--- src/rtl/adder4_seq_ctrl_if.sv ---
// adder4_seq_ctrl_if
//   Bundles the requester handshake and the shared 4-bit full-adder
//   connection of adder4_seq_ctrl.
//   Requester side : start, sub, op_a, op_b, cin_in -> ready, busy, done,
//                    result, cout, overflow
//   Adder side     : adder_a, adder_b, adder_cin -> adder_sum, adder_carry
//   Modports: master = requester/adder side, slave = sequencer.
interface adder4_seq_ctrl_if #(
   parameter int unsigned NIBBLES = 4
);
   localparam int unsigned WIDTH = 4 * NIBBLES;

   logic             start;
   logic             sub;
   logic [WIDTH-1:0] op_a;
   logic [WIDTH-1:0] op_b;
   logic             cin_in;
   logic             ready;
   logic             busy;
   logic             done;
   logic [WIDTH-1:0] result;
   logic             cout;
   logic             overflow;
   logic [3:0]       adder_a;
   logic [3:0]       adder_b;
   logic             adder_cin;
   logic [3:0]       adder_sum;
   logic             adder_carry;

   modport master (
      output start, sub, op_a, op_b, cin_in, adder_sum, adder_carry,
      input  ready, busy, done, result, cout, overflow,
             adder_a, adder_b, adder_cin
   );

   modport slave (
      input  start, sub, op_a, op_b, cin_in, adder_sum, adder_carry,
      output ready, busy, done, result, cout, overflow,
             adder_a, adder_b, adder_cin
   );
endinterface

--- src/rtl/adder4_seq_ctrl.sv ---
// adder4_seq_ctrl
//   Performs a 4*NIBBLES-bit add/subtract by time-multiplexing one external
//   4-bit full adder, one nibble per clock, LSB first, with the carry held
//   in a register between nibbles.
//   Ports:
//     clk   : clock, rising-edge
//     rst_n : asynchronous active-low reset
//     bus   : adder4_seq_ctrl_if.slave (handshake, operands, results and
//             the combinational connection to the shared full adder)
module adder4_seq_ctrl #(
   parameter int unsigned NIBBLES = 4
) (
   input  logic                  clk,
   input  logic                  rst_n,
   adder4_seq_ctrl_if.slave      bus
);
   localparam int unsigned WIDTH = 4 * NIBBLES;
   localparam int unsigned IDXW  = (NIBBLES > 1) ? $clog2(NIBBLES) : 1;

   typedef enum logic [1:0] {
      S_IDLE,
      S_RUN,
      S_DONE
   } state_t;

   state_t            state_q, state_d;
   logic [IDXW-1:0]   idx_q, idx_d;
   logic              carry_q, carry_d;
   logic [WIDTH-1:0]  a_q, a_d;
   logic [WIDTH-1:0]  b_q, b_d;
   logic [WIDTH-1:0]  acc_q, acc_d;
   logic [WIDTH-1:0]  result_q, result_d;
   logic              cout_q, cout_d;
   logic              ovf_q, ovf_d;

   logic [3:0]        slice_a, slice_b;
   logic              run, last;

   always_ff @(posedge clk or negedge rst_n) begin
      if (!rst_n) begin
         state_q  <= S_IDLE;
         idx_q    <= '0;
         carry_q  <= 1'b0;
         a_q      <= '0;
         b_q      <= '0;
         acc_q    <= '0;
         result_q <= '0;
         cout_q   <= 1'b0;
         ovf_q    <= 1'b0;
      end else begin
         state_q  <= state_d;
         idx_q    <= idx_d;
         carry_q  <= carry_d;
         a_q      <= a_d;
         b_q      <= b_d;
         acc_q    <= acc_d;
         result_q <= result_d;
         cout_q   <= cout_d;
         ovf_q    <= ovf_d;
      end
   end

   // Nibble select for the current index.
   always_comb begin
      slice_a = '0;
      slice_b = '0;
      for (int unsigned i = 0; i < NIBBLES; i++) begin
         if (idx_q == IDXW'(i)) begin
            slice_a = a_q[4*i +: 4];
            slice_b = b_q[4*i +: 4];
         end
      end
   end

   assign run  = (state_q == S_RUN);
   assign last = (idx_q == IDXW'(NIBBLES - 1));

   always_comb begin
      state_d  = state_q;
      idx_d    = idx_q;
      carry_d  = carry_q;
      a_d      = a_q;
      b_d      = b_q;
      acc_d    = acc_q;
      result_d = result_q;
      cout_d   = cout_q;
      ovf_d    = ovf_q;

      unique case (state_q)
         S_IDLE, S_DONE: begin
            if (bus.start) begin
               a_d     = bus.op_a;
               // Subtraction is A + ~B + 1, so B is stored pre-inverted.
               b_d     = bus.sub ? ~bus.op_b : bus.op_b;
               carry_d = bus.sub ? 1'b1 : bus.cin_in;
               idx_d   = '0;
               state_d = S_RUN;
            end else begin
               state_d = S_IDLE;
            end
         end
         S_RUN: begin
            for (int unsigned i = 0; i < NIBBLES; i++) begin
               if (idx_q == IDXW'(i)) begin
                  acc_d[4*i +: 4] = bus.adder_sum;
               end
            end
            carry_d = bus.adder_carry;
            idx_d   = idx_q + 1'b1;
            if (last) begin
               // acc_d already holds the top nibble from this cycle.
               result_d = acc_d;
               cout_d   = bus.adder_carry;
               // MSB carry-out XOR MSB carry-in (recovered as sum^a^b).
               ovf_d    = bus.adder_carry ^
                          (bus.adder_sum[3] ^ slice_a[3] ^ slice_b[3]);
               state_d  = S_DONE;
            end
         end
         default: state_d = S_IDLE;
      endcase
   end

   assign bus.adder_a   = run ? slice_a : '0;
   assign bus.adder_b   = run ? slice_b : '0;
   assign bus.adder_cin = run ? carry_q : 1'b0;

   assign bus.ready     = (state_q == S_IDLE) || (state_q == S_DONE);
   assign bus.busy      = run;
   assign bus.done      = (state_q == S_DONE);
   assign bus.result    = result_q;
   assign bus.cout      = cout_q;
   assign bus.overflow  = ovf_q;
endmodule
--- src/flat_wrapper.sv ---
// flat-port wrapper written by rule: the top's interface ports become plain ports
module adder4_seq_ctrl_flat 
#(
   parameter int unsigned NIBBLES = 4
)
  (clk, rst_n, bus_start, bus_sub, bus_op_a, bus_op_b, bus_cin_in, bus_adder_sum, bus_adder_carry, bus_ready, bus_busy, bus_done, bus_result, bus_cout, bus_overflow, bus_adder_a, bus_adder_b, bus_adder_cin);
  adder4_seq_ctrl_if #(.NIBBLES(NIBBLES)) bus_i ();
  input  logic clk;
  input  logic rst_n;
  input wire logic [$bits(bus_i.start)-1:0] bus_start;
  input wire logic [$bits(bus_i.sub)-1:0] bus_sub;
  input wire logic [$bits(bus_i.op_a)-1:0] bus_op_a;
  input wire logic [$bits(bus_i.op_b)-1:0] bus_op_b;
  input wire logic [$bits(bus_i.cin_in)-1:0] bus_cin_in;
  input wire logic [$bits(bus_i.adder_sum)-1:0] bus_adder_sum;
  input wire logic [$bits(bus_i.adder_carry)-1:0] bus_adder_carry;
  output wire logic [$bits(bus_i.ready)-1:0] bus_ready;
  output wire logic [$bits(bus_i.busy)-1:0] bus_busy;
  output wire logic [$bits(bus_i.done)-1:0] bus_done;
  output wire logic [$bits(bus_i.result)-1:0] bus_result;
  output wire logic [$bits(bus_i.cout)-1:0] bus_cout;
  output wire logic [$bits(bus_i.overflow)-1:0] bus_overflow;
  output wire logic [$bits(bus_i.adder_a)-1:0] bus_adder_a;
  output wire logic [$bits(bus_i.adder_b)-1:0] bus_adder_b;
  output wire logic [$bits(bus_i.adder_cin)-1:0] bus_adder_cin;
  assign bus_i.start = bus_start;
  assign bus_i.sub = bus_sub;
  assign bus_i.op_a = bus_op_a;
  assign bus_i.op_b = bus_op_b;
  assign bus_i.cin_in = bus_cin_in;
  assign bus_i.adder_sum = bus_adder_sum;
  assign bus_i.adder_carry = bus_adder_carry;
  assign bus_ready = bus_i.ready;
  assign bus_busy = bus_i.busy;
  assign bus_done = bus_i.done;
  assign bus_result = bus_i.result;
  assign bus_cout = bus_i.cout;
  assign bus_overflow = bus_i.overflow;
  assign bus_adder_a = bus_i.adder_a;
  assign bus_adder_b = bus_i.adder_b;
  assign bus_adder_cin = bus_i.adder_cin;
  adder4_seq_ctrl #(.NIBBLES(NIBBLES)) u_core (.clk(clk), .rst_n(rst_n), .bus(bus_i));
endmodule
--- config.mk ---
export PLATFORM = sky130hd
export DESIGN_NAME = adder4_seq_ctrl_flat
export DESIGN_NICKNAME = d
export VERILOG_FILES = /design/src/rtl/adder4_seq_ctrl_if.sv /design/src/rtl/adder4_seq_ctrl.sv /design/src/flat_wrapper.sv
export SDC_FILE = /design/constraint.sdc
export NUM_CORES = 1
export LEC_CHECK = 0
export CORE_ASPECT_RATIO = 1.25
export CORE_MARGIN = 2
export CORE_UTILIZATION = 56
export CTS_BUF_LIST = sky130_fd_sc_hd__clkbuf_2
export CTS_CLUSTER_DIAMETER = 100
export DETAILED_ROUTE_END_ITERATION = 10
export PLACE_DENSITY = 0.95
export SYNTH_ARGS = -nofsm -noshare
export SYNTH_HDL_FRONTEND = slang
export SYNTH_SLANG_ARGS = --single-unit
--- constraint.sdc ---
create_clock -name clk -period 4.8 [get_ports clk]
set_clock_uncertainty 0.2 [all_clocks]
set_input_delay 0.96 -clock clk [delete_from_list [all_inputs] [get_ports clk]]
set_output_delay 0.96 -clock clk [all_outputs]
set_load 0.1 [all_outputs]
; ---- Word-level counts from Yosys, hierarchy flattened
; Index checks and enable logic that the tools add are counted.
[totals]
ff_bits = 71
word_cells = 53
in_bits = 42
out_inout_bits = 30
[classes]
n_bitwise = 4
reduce_logical = 8
n_addsub = 1
n_eq_ne = 7
n_mux = 24
[op_table]
columns = cell, n
row1 = $mux 4, 14
row2 = $mux 16, 1
row3 = $not 16->16, 1
row4 = $pmux 2 s2, 2
row5 = $eq 2x2->1 const B, 3
row6 = $reduce_and 2->1, 3
row7 = $eq 2x1->1 const B, 2
row8 = $logic_not 2->1, 2
row9 = $mux 1, 4
row10 = $mux 2, 2
row11 = $ne 2x2->1 const B, 2
row12 = $xor 1x1->1, 3
row13 = $add 2x1->2 const B, 1
row14 = $pmux 1 s2, 1
row15 = $reduce_bool 2->1, 1
row16 = $reduce_or 2->1, 1
row17 = $logic_or 1x1->1, 1

; ---- Logic depth before layout (Yosys ltp)
; Gate-level depths: netlist of the first run.
[depth]
depth_word = 8
mapped_depth = 8
ltp_nobuf = 6

; ---- Least setup slack after synthesis of the first run
; OpenSTA, ideal clock, no wires.
[synth_timing]
kind = register to output
from = register u_core.idx_q[0]
to = output bus_adder_b[3]
path_stages_with_launch = 8
required_time_ns = 3.640
setup_slack_ns = 0.525
path_buffers = 2
t_arrival_ns = 3.115
path_cell_list = dfrtp_1 > inv_1 > ha_1 > buf_6 > and2b_1 > buf_6 > a21oi_2 > nor3_1
[synth_between]
elab_chain_len = 6
elab_cells_between_ends = 9
classes_between = eq/ne: 3 / mux: 5 / reduce/logical: 1
[synth_lines]
columns = element, line_no
row1 = from (decl), adder4_seq_ctrl.sv:27  ; logic [IDXW-1:0] idx_q, idx_d;
row2 = from (signal assigned), adder4_seq_ctrl.sv:52  ; idx_q <= idx_d;
row3 = $logic_not 2->1, adder4_seq_ctrl.sv:68  ; if (idx_q == IDXW'(i)) begin
row4 = $mux 4 (3 in a row), adder4_seq_ctrl.sv:68
row5 = $mux 4 *, adder4_seq_ctrl.sv:68
row6 = $mux 4 *, adder4_seq_ctrl.sv:125  ; assign bus.adder_b = run ? slice_b : '0;
row7 = to (decl), flat_wrapper.sv:24  ; output wire logic [$bits(bus_i.adder_b)-1:0] bus_adder_b;
; Mark *: on every way between the ends. The rest lies on a longest branch, timed or not.

; ---- Worst setup path in the final report of the first run
[layout_timing]
from = register u_core.idx_q[1]
to = output bus_adder_a[0]
[layout_between]
elab_chain_len = 6
elab_cells_between_ends = 9
classes_between = eq/ne: 3 / mux: 5 / reduce/logical: 1
[layout_lines]
columns = element, line_no
row1 = $logic_not 2->1, adder4_seq_ctrl.sv:68
row2 = $mux 4 (3 in a row), adder4_seq_ctrl.sv:68
row3 = $mux 4 *, adder4_seq_ctrl.sv:68
row4 = $mux 4 *, adder4_seq_ctrl.sv:124  ; assign bus.adder_a = run ? slice_a : '0;
row5 = to (decl), flat_wrapper.sv:23  ; output wire logic [$bits(bus_i.adder_a)-1:0] bus_adder_a;
; Marked as above.

==> results.md, run 1 <==
- Slew @ Worst Pin: 1.01 ns
- CP required: 3.64 ns
- RD Place Congestion: 0.786
- Mapped Avg Cell Area: between 10 and 15 um2
- Fin crit period: 4.01 ns
- Vias in the first global route: 2359
- Worst EP arrival: 2.85 ns
- # nets final: 400
- Synth area leader: dfrtp_1
- # setup viols final: 0
- Register area share after synthesis: 0.540
- CTS tree: done
- Top cell type's share of synthesized area: 0.540
- Initial antenna violation count: 0
- Syn-to-layout area delta: 25.7%
- H-tree levels: 3
- Antenna diode count: 0
- Routed vias: 2296
- Setup crit end kind: output pin
- Synthesized cell area: approximately 3100 um2
- Number of top-level pins: 72
- Syn nets: 334
- Row cnt: 30
- Synth Instances: 288
- Layout cells sized above 1: 0.159
- Die Span Y: 87.2 um
- Total track usage: 0.225
- Fin crit share: 0.835
- Post-CTS setup buffers: 0
- Status: finished clean
- Synth async-reset ratio: 1.00
- Final WL: 6420 um
- Top-count cell post-synth: dfrtp_1
- EDFF count, synth: 0
- Synth Flop Type: dfrtp_1
- Min-delay worst type: reg -> reg
- Routed wire per std cell: 15.2 um
- Die area: 6160 um2
- Gr ovfl total: 0
- Critical-path top delay cell: and2b_1
- Clk root buf: clkbuf_2
- DRT iter0 DRCs: 151
- Synth Register Bits: 67
- Slew Limit Fails: 0
- Hold Buf Count CTS: 0
- Initial DRT Pass Iterations: 4
- Max Cap Violations: 0
- Max incr delay on CP: around 0.47 ns
- Crit Path Class: reg -> out
- RSZ-0062 raised after global routing: false
- Largest net degree at the start of global routing: 44
- Total CTS buffers: 9
- F_max: approximately 250 MHz
- Unique masters post-synth: 28
- Horiz. Die Dim: about 70 um
- Delay-heaviest family, CP: compound AO/OA/AOI/OAI gates
- Post-CTS Resized: 0
- CTS Buffer Depth: 2
- Relative slew margins: 0.327
- Post-synth top cells: 67 x dfrtp_1, 55 x nand2_1, 30 x o21ai_0
- Worst-Skew Late Latency: approximately 0.5 ns
- DR vias/cell: 5.43
- Port buffer count: 71
- Antenna viol nets, final: 0
- Clock transition at path regs: 0.18 ns
- Setup TNS: 0 ns
- Crit path max fanout: 15
- Critical path buffers and inverters: 2
- Synth area leaders: dfrtp_1 54%, mux2_2 10%, nand2_1 6.7%
- Fin. Hold Viols: 0
- Crit-path cells: inv_1, ha_1, and2b_1, a221oi_1, a211o_1, a21oi_1, buf_4
- DRC violations left: 0
- CTS sink cnt: 67
- Hpwl dp: 4730 um
- Startpoint types: register
- First-pass GRT wire length: approximately 11000 um
- Core ar.: 5410 um2
- Initial core utilization: 0.574
- YS warnings: 0
[flip-flops by register name, summed over array words and instances, names as in the netlist]
| signal | cells |
|---|---|
| u_core.a_q | 16 |
| u_core.acc_q | 12 |
| u_core.b_q | 16 |
| u_core.bus.result | 16 |
| u_core.bus.overflow | 1 |
| u_core.carry_q | 1 |
| u_core.bus.cout | 1 |
| u_core.state_q | 2 |
| u_core.idx_q | 2 |
[final cells by class]
cell class	instances	area [um2]
flip-flops and latches	67	1680
clock inverters	6	56.3
fillers	394	1510
clock buffers	10	50.0
well taps	64	80.1
multi-input cells	190	1280
repair buffers	74	708
inverters	12	45.0
[worst paths after layout]
check / startpoint / to / slack (ns) / cells after the start
min in group asynchronous: rst_n / u_core.b_q[8]$_DFFE_PN0P_ / 0.38 / 1
min: u_core.bus.result[2]$_DFFE_PN0P_ / u_core.bus.result[2]$_DFFE_PN0P_ / 0.30 / 2
max in group asynchronous: rst_n / u_core.bus.result[0]$_DFFE_PN0P_ / 3.15 / 2
min reg2reg: u_core.bus.result[2]$_DFFE_PN0P_ / u_core.bus.result[2]$_DFFE_PN0P_ / 0.30 / 2
max reg2reg: u_core.idx_q[0]$_DFFE_PN0P_ / u_core.bus.overflow$_DFFE_PN0P_ / 2.46 / 6
max: u_core.idx_q[1]$_DFFE_PN0P_ / bus_adder_a[0] / 0.79 / 7
[cells in the final DEF, fill, tap and decap left out, drive strengths merged, types with 4 or more instances in the layout]
master / netlist / routed
o21ai: 30 / 30
clkbuf: 8 / 10
inv: 11 / 11
a211o: 7 / 7
clkdlybuf4s50: 0 / 62
a221oi: 6 / 6
mux2i: 13 / 13
ha: 4 / 4
mux2: 28 / 28
nor2: 6 / 6
clkinv: 1 / 5
nand2: 55 / 55
buf: 11 / 12
a21oi: 13 / 13
dfrtp: 67 / 67
xnor2: 15 / 15
[worst reg2reg max path, delay by kind of cell (launching register included)]
kind	cells	cell delay [ns]
adder cells (fa/ha/maj)	1	0.74
flip-flops	1	0.47
AO/OA/AOI/OAI	3	0.41
AND/OR/NAND/NOR	1	0.37
buffers and inverters	1	0.10
[logic make-up after synthesis]
| group | share of synthesized area |
|---|---|
| compound gates | 0.115 |
| xor+xnor | 0.0508 |
| fa+ha+maj | 0.0161 |
| buf+inv | 0.0460 |
| flops | 0.540 |
| mux | 0.144 |
| simple gates | 0.0879 |
[routing by layer]
layer  GRT usage  wire (um)  vias up
met2       0.393       3350       87
li1            -          -     1108
met1       0.261       2590     1092
met5           0          0        -
met4      0.0995         89        0
met3      0.0613        400        9
[stage by stage]
stage	hold WS [ns]	std cells	worst slack (ns)	util	cell area, um2
final	0.304	423	0.794	0.722	3900
after global routing	0.340	423	0.624	0.722	3900
after CTS	0.308	423	0.781	0.722	3900
after detailed placement	0.270	407	1.40	0.702	3790
after global placement	0.261	407	1.45	0.702	3790
after floorplan	0.241	288	0.525	-	3100
Power of run 1 is not shown: default switching activity piles up to over one toggle a cycle in this logic, so the estimate is an artifact.
==> run 2, diff against run 1 <==
CORE_UTILIZATION = 52   (was 56)
PLACE_DENSITY = 0.92   (was 0.95)
clock period = 3.8 ns   (was 4.8 ns; I/O delays follow)
==> run 2 against run 1 <==
Compared with the run above: hold slack worse by 0.26 ns; die area rose by 7.3%; critical path depth stayed put; setup slack worse by 0.57 ns.
==> results.md, run 2 (synthesis gave the netlist of run 1 again) <==
- Crit Path Class: reg -> out
- Hold Buf Count CTS: 0
- Core ar.: 5780 um2
- Hold slack: between 0.04 and 0.05 ns
- Number of top-level pins: 72
- Clock transition at path regs: 0.17 ns
- Commonest non-fill, non-tap cells in the layout: 67 x dfrtp_1, 58 x clkdlybuf4s50_1, 55 x nand2_1, 30 x o21ai_0, 28 x mux2_2
- Port buffer count: just over 70
- Min-delay worst type: in -> async
- Dpl cell area: 3900 um2
- Initial DRT Pass Iterations: 4
- Final WL: 6560 um
- Vias in the first global route: 2415
- First-pass GRT wire length: 11000 um
- Slew Limit Fails: 0
- Horiz. Die Dim: 73.1 um
- Status: finished clean
- Reg2reg start: u_core.state_q[0]$_DFFE_PN0P_
- F_max: 280 MHz
- Finished Layout Cells: 427
- Slew @ Worst Pin: 0.973 ns
- Most common cell after layout, fill and taps aside: dfrtp_1
- Crit path max fanout: 7
- Row cnt: 31
- Layout cells sized above 1: 0.177
- Startpoint types: register
- # nets final: 404
- Routed wire per std cell: 15.4 um
- Relative slew margins: 0.349
- H-tree levels: 3
- CP required: 2.84 ns
- Antenna diode count: 0
- RD Place Congestion: 0.795
- Routed vias: 2332
- Hpwl dp: 4830 um
- Clk root buf: clkbuf_2
- RSZ-0062 raised after global routing: false
- Post-route cell area: 3970 um2
- DRC violations left: 0
- CTS sink cnt: 67
- Total CTS buffers: 9
- DR vias/cell: 5.46
- Worst EP arrival: approximately 2.6 ns
- Total track usage: 0.215
- Die Span Y: 90.4 um
- Worst-Skew Late Latency: 0.49 ns
- Fin crit share: 0.940
- Setup TNS: 0 ns
- Gr ovfl total: 0
- Critical Path Start: u_core.idx_q[0]$_DFFE_PN0P_
- CTS Buffer Depth: 2
- Setup crit end kind: output pin
- Initial antenna violation count: 0
- Cells after DPL: 413
- Fill count: 424
- DRT iter0 DRCs: 180
- Initial core utilization: 0.537
- Max Cap Violations: 0
- Antenna viol nets, final: 0
- Fin crit period: between 3 and 4 ns
- # setup viols final: 0
- Largest net degree at the start of global routing: 31
- Fin. Hold Viols: 0
- Syn-to-layout area delta: 27.9%
- CTS tree: done
- Die area: 6600 um2
run 2: cell types whose count changed in the layout (fill, tap and decap cells not counted):
cell             change
and2b_1              -1
and2b_2              +1
buf_12               +6
buf_4                +2
bufinv_16            -1
clkdlybuf4s50_1      -4
clkinv_1             +1
clkinv_2             -2
nor3_1               -1
nor3_2               +1
run 2: worst max-delay path, stage by stage, from the launching register on:
cell,delay [ns]
dfrtp_1,0.46
inv_1,0.11
ha_1,0.33
and2b_2,0.31
a221oi_1,0.11
a211o_1,0.30
a21oi_1,0.27
buf_12,0.22
run 2: what timing repair did:
item,in CTS,in global routing
setup buffers,0,0
resized for setup,0,1
endpoints found under the setup margin,0,1
run 2: layout make-up:
| class | count | area, um2 | area share |
|---|---|---|---|
| multi-input cells | 190 | 1290 | 0.325 |
| flip-flops and latches | 67 | 1680 | 0.423 |
| well taps | 66 | 82.6 | 0.0208 |
| repair buffers | 78 | 803 | 0.202 |
| inverters | 12 | 45.0 | 0.0114 |
| clock buffers | 10 | 50.0 | 0.0126 |
| clock inverters | 4 | 20.0 | 0.00505 |
run 2: worst paths after layout:
check                                                   to  slack [ns]  cells after the start
min in group clk                u_core.b_q[13]$_DFFE_PN0P_        0.30                      2
hold / removal                 u_core.acc_q[6]$_DFFE_PN0P_        0.04                      1
setup reg to reg           u_core.bus.overflow$_DFFE_PN0P_        1.50                      7
max in group asynchronous        u_core.a_q[0]$_DFFE_PN0P_        2.61                      2
setup / recovery                            bus_adder_b[2]        0.23                      7
hold reg to reg                 u_core.b_q[13]$_DFFE_PN0P_        0.30                      2
run 2: per-layer routing:
metal  routed length, um  vias to the layer above  track usage
met1                2720                     1127        0.270
met4                 118                        0       0.0988
met2                3320                       80        0.346
li1                    -                     1113            -
met5                   0                        -            0
met3                 402                       12       0.0513
run 2: metrics by stage:
step                setup slack, ns  utilization
floorplan                    0.0447            -
global placement              0.829        0.674
detailed placement            0.772        0.674
CTS                           0.116        0.686
global route                 0.0585        0.687
finish                        0.229        0.687
Power of run 2 is left out for the same reason.
